### src/rtl/mesi_pkg.sv
// Shared encodings for the MESI caches, the snooping bus controller and the status displays.
package mesi_pkg;

  // Per-cache MESI line state
  typedef enum logic [1:0] {
    MESI_I = 2'b00,
    MESI_S = 2'b01,
    MESI_E = 2'b10,
    MESI_M = 2'b11
  } mesi_state_e;

  // Bus messages broadcast to the non-owning cache
  typedef enum logic [1:0] {
    BUS_NONE = 2'b00,
    BUS_RD   = 2'b01,
    BUS_RDX  = 2'b10,
    BUS_UPGR = 2'b11
  } bus_msg_e;

  // Commands issued to memory
  typedef enum logic [1:0] {
    MEM_NONE = 2'b00,
    MEM_READ = 2'b01,
    MEM_WB   = 2'b10
  } mem_cmd_e;

  // Cache-side memory request code for an eviction writeback; 01/11 mean nothing
  localparam logic [1:0] MEM_REQ_WB = 2'b10;

  // Bus controller sequencing states
  typedef enum logic [2:0] {
    ST_IDLE  = 3'd0,
    ST_SNOOP = 3'd1,
    ST_FLUSH = 3'd2,
    ST_MEM   = 3'd3,
    ST_DONE  = 3'd4
  } bus_state_e;

  // BusRd and BusRdX need the line fetched from memory; BusUpgr only invalidates
  function automatic logic needs_mem_read(input logic [1:0] msg);
    return (msg == BUS_RD) || (msg == BUS_RDX);
  endfunction

endpackage

### src/rtl/rr_arbiter_2.sv
// Two-requester round-robin arbiter. The priority flop moves to the
// requester that did not own the bus whenever a transaction completes.
module rr_arbiter_2 (
  input  logic       clock,
  input  logic       reset,
  input  logic [1:0] req,
  input  logic       advance,
  input  logic       owner,
  output logic       winner,
  output logic       any_req
);

  logic prio_q;
  logic prio_d;

  // Winner selection and next priority (0 = cache 0 favoured)
  always_comb begin
    any_req = |req;
    winner  = (req == 2'b11) ? prio_q : req[1];
    prio_d  = advance ? ~owner : prio_q;
  end

  // Priority register, back to cache 0 on reset
  always_ff @(posedge clock or negedge reset) begin
    if (!reset) prio_q <= 1'b0;
    else        prio_q <= prio_d;
  end

endmodule

### src/rtl/mesi_bus_ctrl.sv
// Snooping bus controller: serializes bus and writeback requests from two
// MESI caches, forwards the owner's bus message to the other cache and
// sequences memory flush/read commands. All outputs are registered and are
// decoded from the next state so they line up with the state they describe.
//
// Handshake: a cache requests by holding req_bus != 00 or req_mem == 10 and
// keeps both stable until it sees done; the controller latches the message
// when it grants and ignores later changes. mem_cmd is held until mem_ready
// is sampled high on a rising edge, which retires the command.
module mesi_bus_ctrl
  import mesi_pkg::*;
#(
  parameter int CNT_W = 8
) (
  input  logic             clock,
  input  logic             reset,
  input  logic [1:0]       req0_bus,
  input  logic [1:0]       req0_mem,
  input  logic [1:0]       req1_bus,
  input  logic [1:0]       req1_mem,
  input  logic [1:0]       state0,
  input  logic [1:0]       state1,
  input  logic             mem_ready,
  output logic [1:0]       grant,
  output logic [1:0]       snoop_msg0,
  output logic [1:0]       snoop_msg1,
  output logic             shared,
  output logic [1:0]       mem_cmd,
  output logic             done,
  output logic [CNT_W-1:0] txn_count,
  output bus_state_e       dbg_state
);

  bus_state_e       state_q, state_d;
  logic             owner_q, owner_d;
  logic [1:0]       msg_q, msg_d;
  logic             shared_q, shared_d;
  logic [1:0]       grant_q, grant_d;
  logic [1:0]       snoop0_q, snoop0_d;
  logic [1:0]       snoop1_q, snoop1_d;
  logic [1:0]       mem_cmd_q, mem_cmd_d;
  logic             done_q, done_d;
  logic [CNT_W-1:0] txn_count_q, txn_count_d;

  logic [1:0] req_vec;
  logic       winner;
  logic       any_req;
  logic [1:0] win_msg;
  logic [1:0] other_state;

  // A cache requests with a bus message or a writeback; other mem codes are ignored
  always_comb begin
    req_vec[0]  = (req0_bus != BUS_NONE) || (req0_mem == MEM_REQ_WB);
    req_vec[1]  = (req1_bus != BUS_NONE) || (req1_mem == MEM_REQ_WB);
    win_msg     = winner ? req1_bus : req0_bus;
    other_state = owner_q ? state0 : state1;
  end

  rr_arbiter_2 u_arb (
    .clock   (clock),
    .reset   (reset),
    .req     (req_vec),
    .advance (done_q),
    .owner   (owner_q),
    .winner  (winner),
    .any_req (any_req)
  );

  // Next-state, latched transaction fields and registered-output decode
  always_comb begin
    state_d     = state_q;
    owner_d     = owner_q;
    msg_d       = msg_q;
    shared_d    = shared_q;
    txn_count_d = txn_count_q;

    case (state_q)
      ST_IDLE: begin
        if (any_req) begin
          owner_d = winner;
          msg_d   = win_msg;
          // A bus message wins over a writeback from the same cache
          state_d = (win_msg != BUS_NONE) ? ST_SNOOP : ST_FLUSH;
        end
      end
      ST_SNOOP: begin
        shared_d = (msg_q == BUS_RD) && (other_state != MESI_I);
        if (other_state == MESI_M)    state_d = ST_FLUSH;
        else if (needs_mem_read(msg_q)) state_d = ST_MEM;
        else                          state_d = ST_DONE;
      end
      ST_FLUSH: begin
        // Writeback-only transactions carry msg 00 and finish after the flush
        if (mem_ready) state_d = needs_mem_read(msg_q) ? ST_MEM : ST_DONE;
      end
      ST_MEM: begin
        if (mem_ready) state_d = ST_DONE;
      end
      ST_DONE: begin
        state_d  = ST_IDLE;
        shared_d = 1'b0;
      end
      default: state_d = ST_IDLE;
    endcase

    // Count on entry to DONE so the new value appears with the done pulse
    if ((state_d == ST_DONE) && (state_q != ST_DONE))
      txn_count_d = txn_count_q + CNT_W'(1);

    grant_d   = (state_d == ST_IDLE) ? 2'b00 : (owner_d ? 2'b10 : 2'b01);
    snoop0_d  = ((state_d == ST_SNOOP) &&  owner_d) ? msg_d : 2'b00;
    snoop1_d  = ((state_d == ST_SNOOP) && !owner_d) ? msg_d : 2'b00;
    mem_cmd_d = (state_d == ST_FLUSH) ? MEM_WB :
                (state_d == ST_MEM)   ? MEM_READ : MEM_NONE;
    done_d    = (state_d == ST_DONE);
  end

  // State and output registers; reset clears everything immediately
  always_ff @(posedge clock or negedge reset) begin
    if (!reset) begin
      state_q     <= ST_IDLE;
      owner_q     <= 1'b0;
      msg_q       <= 2'b00;
      shared_q    <= 1'b0;
      grant_q     <= 2'b00;
      snoop0_q    <= 2'b00;
      snoop1_q    <= 2'b00;
      mem_cmd_q   <= 2'b00;
      done_q      <= 1'b0;
      txn_count_q <= '0;
    end else begin
      state_q     <= state_d;
      owner_q     <= owner_d;
      msg_q       <= msg_d;
      shared_q    <= shared_d;
      grant_q     <= grant_d;
      snoop0_q    <= snoop0_d;
      snoop1_q    <= snoop1_d;
      mem_cmd_q   <= mem_cmd_d;
      done_q      <= done_d;
      txn_count_q <= txn_count_d;
    end
  end

  assign grant      = grant_q;
  assign snoop_msg0 = snoop0_q;
  assign snoop_msg1 = snoop1_q;
  assign shared     = shared_q;
  assign mem_cmd    = mem_cmd_q;
  assign done       = done_q;
  assign txn_count  = txn_count_q;
  assign dbg_state  = state_q;

endmodule

### config.mk
export PLATFORM = sky130hd
export DESIGN_NAME = mesi_bus_ctrl
export DESIGN_NICKNAME = d
export VERILOG_FILES = /design/src/rtl/mesi_pkg.sv /design/src/rtl/rr_arbiter_2.sv /design/src/rtl/mesi_bus_ctrl.sv
export SDC_FILE = /design/constraint.sdc
export NUM_CORES = 1
export LEC_CHECK = 0
export CAP_MARGIN = 20
export CORE_ASPECT_RATIO = 0.7
export CORE_UTILIZATION = 30
export DETAILED_ROUTE_END_ITERATION = 6
export GPL_ROUTABILITY_DRIVEN = 1
export HOLD_SLACK_MARGIN = 0.06
export PLACE_DENSITY_LB_ADDON = 0.1
export SYNTH_ARGS = -nofsm -noshare
export SYNTH_HDL_FRONTEND = slang
export SYNTH_SLANG_ARGS = --single-unit
### constraint.sdc
create_clock -name clock -period 5.3 [get_ports clock]
set_input_delay 1.06 -clock clock [delete_from_list [all_inputs] [get_ports clock]]
set_output_delay 1.06 -clock clock [all_outputs]
set_load 0.05 [all_outputs]
# Word level (Yosys, flattened, before mapping)

Index checks and enable logic that the tools add are counted.

Register bits: 25
Input port bits: 15
Output and inout bits: 21
Logic and storage cells: 65

$add $sub $neg: 1
Eq/ne operators: 15
Mux-type cells: 21
Bitwise gates (word level): 1
Reductions and logical operators: 16

Operator list:

| kind                                           | number |
|---|---|
| two-way mux 2 bit                              | 10 |
| two-way mux 3 bit                              | 5 |
| == test 3 x 2 -> 1 bit (second input constant) | 4 |
| one-hot mux 3 bit (4 select lines)             | 1 |
| == test 2 bit (second input constant)          | 5 |
| nonzero test 2 bit                             | 5 |
| adder 8 x 1 -> 8 bit (second input constant)   | 1 |
| == test 3 x 1 -> 1 bit (second input constant) | 2 |
| == test 3 bit (second input constant)          | 2 |
| logical NOT 3 bit                              | 2 |
| logical AND 1 bit                              | 4 |
| two-way mux 1 bit                              | 4 |
| logical OR 1 bit                               | 3 |
| inequality test 3 bit (second input constant)  | 1 |
| == test 2 x 1 -> 1 bit (second input constant) | 1 |
| one-hot mux 1 bit (2 select lines)             | 1 |
| OR reduction 2 bit                             | 1 |
| logical NOT 1 bit                              | 1 |
| inverter 1 bit                                 | 1 |

# Logic depth before layout (Yosys ltp)

Word-level depth: 12
Gate-level depth with buffers: 6
Mapped depth without buffers: 6

# Modules after synthesis

A second synthesis with hierarchy kept.

Cells, all modules: 113
Area total of the unflattened synthesis: 1221.2 µm²

By module, submodules not included:

| module        | times used | cells an instance | area each (µm²) | seq. area each (µm²) |
|---|---|---|---|---|
| mesi_bus_ctrl | 1          | 107               | 1169.9          | 600.6 |
| rr_arbiter_2  | 1          | 6                 | 51.3            | 25.0 |

# Least setup slack after synthesis

Ideal clock, no wire load.

Kind: input-to-reg
From: input req0_bus[1]
To: register mem_cmd_q[1] (netlist: mem_cmd[1])
Setup time: 0.128 ns
Arrival: 1.979 ns
Required time: 5.172 ns
Setup slack: 3.193 ns
Stages on the path: 4
Path buffers: 0
Cell sequence: or2_1 o41ai_4 a211o_1 a21oi_2

Cells in the longest elaborated chain, start to end: 11
Elaborated cells between the ends (all ways): 12
Those cells by class: eq/ne: 2; mux: 6; reduce/logical: 4

RTL lines:

| element                                | RTL line             | text |
|---|---|---|
| from (decl)                            | mesi_bus_ctrl.sv:17  | `input logic [1:0] req0_bus,` |
| nonzero test 2 bit                     | mesi_bus_ctrl.sv:53  | `req_vec[0] = (req0_bus != BUS_NONE) \|\| (req0_mem == MEM_REQ_WB);` |
| logical OR 1 bit                       | mesi_bus_ctrl.sv:53  |  |
| == test 2 bit                          | rr_arbiter_2.sv:19   | `winner = (req == 2'b11) ? prio_q : req[1];` |
| two-way mux 1 bit                      | rr_arbiter_2.sv:19   |  |
| two-way mux 2 bit                      | mesi_bus_ctrl.sv:55  | `win_msg = winner ? req1_bus : req0_bus;` |
| nonzero test 2 bit                     | mesi_bus_ctrl.sv:83  | `state_d = (win_msg != BUS_NONE) ? ST_SNOOP : ST_FLUSH;` |
| two-way mux 2 bit                      | mesi_bus_ctrl.sv:83  |  |
| two-way mux 3 bit (*)                  | mesi_bus_ctrl.sv:79  | `if (any_req) begin` |
| one-hot mux 3 bit (4 select lines) (*) | mesi_bus_ctrl.sv:77  | `case (state_q)` |
| == test 3 x 2 -> 1 bit (*)             | mesi_bus_ctrl.sv:113 | `mem_cmd_d = (state_d == ST_FLUSH) ? MEM_WB :` |
| two-way mux 2 bit (*)                  | mesi_bus_ctrl.sv:113 |  |
| named net mem_cmd_d[1]                 | mesi_bus_ctrl.sv:41  | `logic [1:0] mem_cmd_q, mem_cmd_d;` |
| to (signal assigned)                   | mesi_bus_ctrl.sv:139 | `mem_cmd_q <= mem_cmd_d;` |
| to (decl)                              | mesi_bus_ctrl.sv:41  |  |

The timed path passes the listed nets; every way through them passes the cells marked *.
A chain may end at the register's enable or synchronous reset.

# Final worst setup path

From: register state_q[2] (netlist: dbg_state[2])
To: output dbg_state[2]

RTL lines:

| element                | RTL line             | text |
|---|---|---|
| from (decl)            | mesi_bus_ctrl.sv:34  | `bus_state_e state_q, state_d;` |
| from (signal assigned) | mesi_bus_ctrl.sv:132 | `state_q <= state_d;` |
| to (decl)              | mesi_bus_ctrl.sv:31  | `output bus_state_e dbg_state` |

No word-level cell between the ends.

==> impl_metrics.yaml <==
synthesis:
  ys_seq_elements: 25
  syn_area_per_cell_um2: 11.33
  synth-compound-area-share_pct: 17.01
  synth_xor_area_share_pct: 4.790
  synth_top_cells_by_area: "dfrtp_1 49%, xor2_1 4.8%, nor3_1 3.1%, a41oi_4 2.2%, o41ai_4 2.2%"
  ys_warn_count: 0
  synth_mux_area_share_pct: 1.955
  synthCells: 113
  syn_nets: 130
  ys.flop_type: "dfrtp_1"
  synthArstFlopShare_pct: 100.0
  synth_fa_ha_area_share_pct: 1.955
  yosys.area.top_type_share_pct: 48.88
  synth_top_family_by_area: "simple AND/OR/NAND/NOR gates"
  synth-edff-count: 0
  syn-cell-area_um2: 1280
  synth_simple_gate_area_share_pct: 21.90
  synth.distinct_cells: 45
  yosysTopAreaCell: "dfrtp_1"
  seq_area_frac_synth_pct: 48.88
clock_tree:
  cts_setup_buffers: 0
  cts_buffers: 3
  cts_root_buffer: "clkbuf_8"
  insertion_delay_ns: 0.27
  post_cts_resized: 0
  clk_path_buf_depth: 2
  cts_tree: "yes"
  cts.clk_slew.worst_paths_ns: 0.09
  htree_levels: 1
  clock_sinks: 25
  ctsHoldBuffers: 0
setup_path:
  cp-start-kind: "flip-flop"
  r2r_cells: 5
  cp_data_arrival_time_ns: 1.99
  worstSetupEndpointType: "primary output"
  rr_endpoint: "txn_count[1]$_DFFE_PN0P_"
  r2r-start: "msg_q[0]$_DFF_PN0_"
  critPathMaxStageDelay_ns: 0.93
  critical_path_class: "flip-flop to primary output"
  cp_max_fo: 16
  reg2reg_slack_ns: 3.38
  path_delay_family: "buffers and inverters"
  cp.buffers_inverters: 1
  path_cells: "clkdlybuf4s50_1"
  worst_path_max_delay_cell: "clkdlybuf4s50_1"
  crit_required_ns: 4.24
cells_and_area:
  num_antenna_cells: 0
  fillers: 388
  area_delta_synth_final_pct: 36.95
  nets: 168
  drive_above_1_share_pct: 13.33
sta:
  relSlewSlack_pct: 54.38
  fin_crit_ns: 3.052
  rsz0062_at_grt: "false"
  hold_ws_ns: 0.4645
  fin_setup_tns_ns: 0
  tightest_slew_ns: 0.6844
  hold_violations: 0
  setup_viol: 0
  post-route-period-util_pct: 57.59
  fin_skew_ns: 0.004489
  finalMaxSlewViolations: 0
  fmax_mhz: 327.6
floorplan:
  ioPinCount: 36
  chipWidth_um: 80.07
  coreArea_um2: 3994
  rows: 19
  initial_core_util_pct: 32.05
  die-area_um2: 4536
  dieHeight_um: 56.65
min_path:
  hold_depth: 1
  hold_path.class: "flip-flop to flip-flop"
  hp-start: "txn_count[7]$_DFFE_PN0P_"
  holdPathEnd: "txn_count[7]$_DFFE_PN0P_"
detailed_routing:
  first_pass_iters: 4
  ant_nets: 0
  drt-total-wl_um: 2790
  remaining_drc_errors: 0
  wl_per_cell_um: 13.81
  via_per_inst: 4.757
  via_count: 961
  drtIter0Drc: 30
placed_design:
  portBuffers: 35
  dp.final_hpwl_um: 2073
  place_congestion: 0.7183
global_routing:
  grt_busiest_layer: "met1"
  antenna_found_initial: 0
  grt_overflow_total: 0
  grt_first_pass_wirelength_um: 4636
  grt_max_degree: 20
  grt_pass1_vias: 910
  track_usage_pct: 13.65
  met3_usage_pct: 5.041
  grtUsageMet2_pct: 18.68
  grt.met1_usage_pct: 20.53
power_and_ir_drop:
  leakagePower_nw: 0.7329
  ir_drop_uv: 373.2
  power_density_nw_per_um2: 633.4
outcome:
  status: "complete, no violations"
run:
  max-cap-violations: 0
## metal layers
layer / share of wire (%) / up-vias
met2: 39 / 26
met3: 6.9 / 2
li1: - / 481
met1: 53 / 452
met4: 0.43 / 0
met5: 0 / -
## registers in the layout (all words and copies together) (netlist names)
register and cells:
txn_count 8, dbg_state 3, grant 2, mem_cmd 2, msg_q 2, snoop_msg0 2
snoop_msg1 2, done 1, owner_q 1, shared 1, u_arb.prio_q 1
## cells by family after synthesis
logic type      Yosys count
mux                       2
compound gates           24
fa+ha+maj                 2
xor+xnor                  7
buf+inv                  10
simple gates             43
flops                    25
## where the power goes
part           switching (mW)  internal (mW)
clock                  0.0616         0.0532
sequential             0.0919          0.266
combinational           0.392          0.246
total                   0.545          0.565
## worst max path at each step
stage                                 startpoint                   end  cells past startpoint
after detailed placement  dbg_state[2]$_DFF_PN0_          dbg_state[2]                      1
after CTS                 dbg_state[2]$_DFF_PN0_          dbg_state[2]                      1
after global routing      dbg_state[2]$_DFF_PN0_          dbg_state[2]                      1
after global placement    dbg_state[2]$_DFF_PN0_          dbg_state[2]                      1
after floorplan                      req0_bus[1]  mem_cmd[1]$_DFF_PN0_                      4
final                     dbg_state[2]$_DFF_PN0_          dbg_state[2]                      1
## synth_stat cells (all sizes together), types with 2 or more instances
| cell | n |
|---|---|
| dfrtp | 25 |
| nor3 | 9 |
| nor2 | 8 |
| inv | 7 |
| xor2 | 7 |
| a21oi | 5 |
| o21ai | 5 |
| nand2 | 4 |
| nor2b | 4 |
| nand3 | 3 |
| or2 | 3 |
| a22oi | 2 |
| a32oi | 2 |
| clkbuf | 2 |
| ha | 2 |
| nand4 | 2 |
| nor3b | 2 |
| o211ai | 2 |
## metrics by stage
| stage | utilization [%] | instances | cell area [um^2] | setup slack, ns | total power [mW] |
|---|---|---|---|---|---|
| floorplan | - | 113 | 1280 | 3.193 | 0.8113 |
| global route | 43.89 | 202 | 1753 | 2.174 | 1.181 |
| CTS | 43.89 | 202 | 1753 | 2.246 | 1.121 |
| detailed placement | 42.67 | 198 | 1704 | 2.560 | 0.9982 |
| global placement | 41.98 | 197 | 1677 | 2.561 | 0.9970 |
| finish | 43.89 | 202 | 1753 | 2.248 | 1.110 |
## final cells by class
class,count,area [um^2],area share (%)
Sequential cell,25,625.6,35.69
Clock inverter,1,7.507,0.4283
Timing Repair Buffer,36,377.9,21.56
Inverter,7,26.28,1.499
Clock buffer,3,41.29,2.355
Multi-Input combinational cell,78,609.3,34.76
Tap cell,52,65.06,3.712
## cells in the final DEF, fill, tap and decap left out, types with 2 or more instances in the layout
cell and n:
nand2_1 4, clkdlybuf4s50_1 35, nor2b_1 3, clkbuf_8 3, ha_1 2, nor3_1 8, nand3_1 3, o21ai_0 3
a21oi_1 4, nand4_1 2, nor2_1 7, xor2_1 7, dfrtp_1 25, o211ai_1 2, or2_2 2, o21ai_1 2
a22oi_1 2, nor3b_1 2, inv_1 6
(Power assumes the default switching activity.)
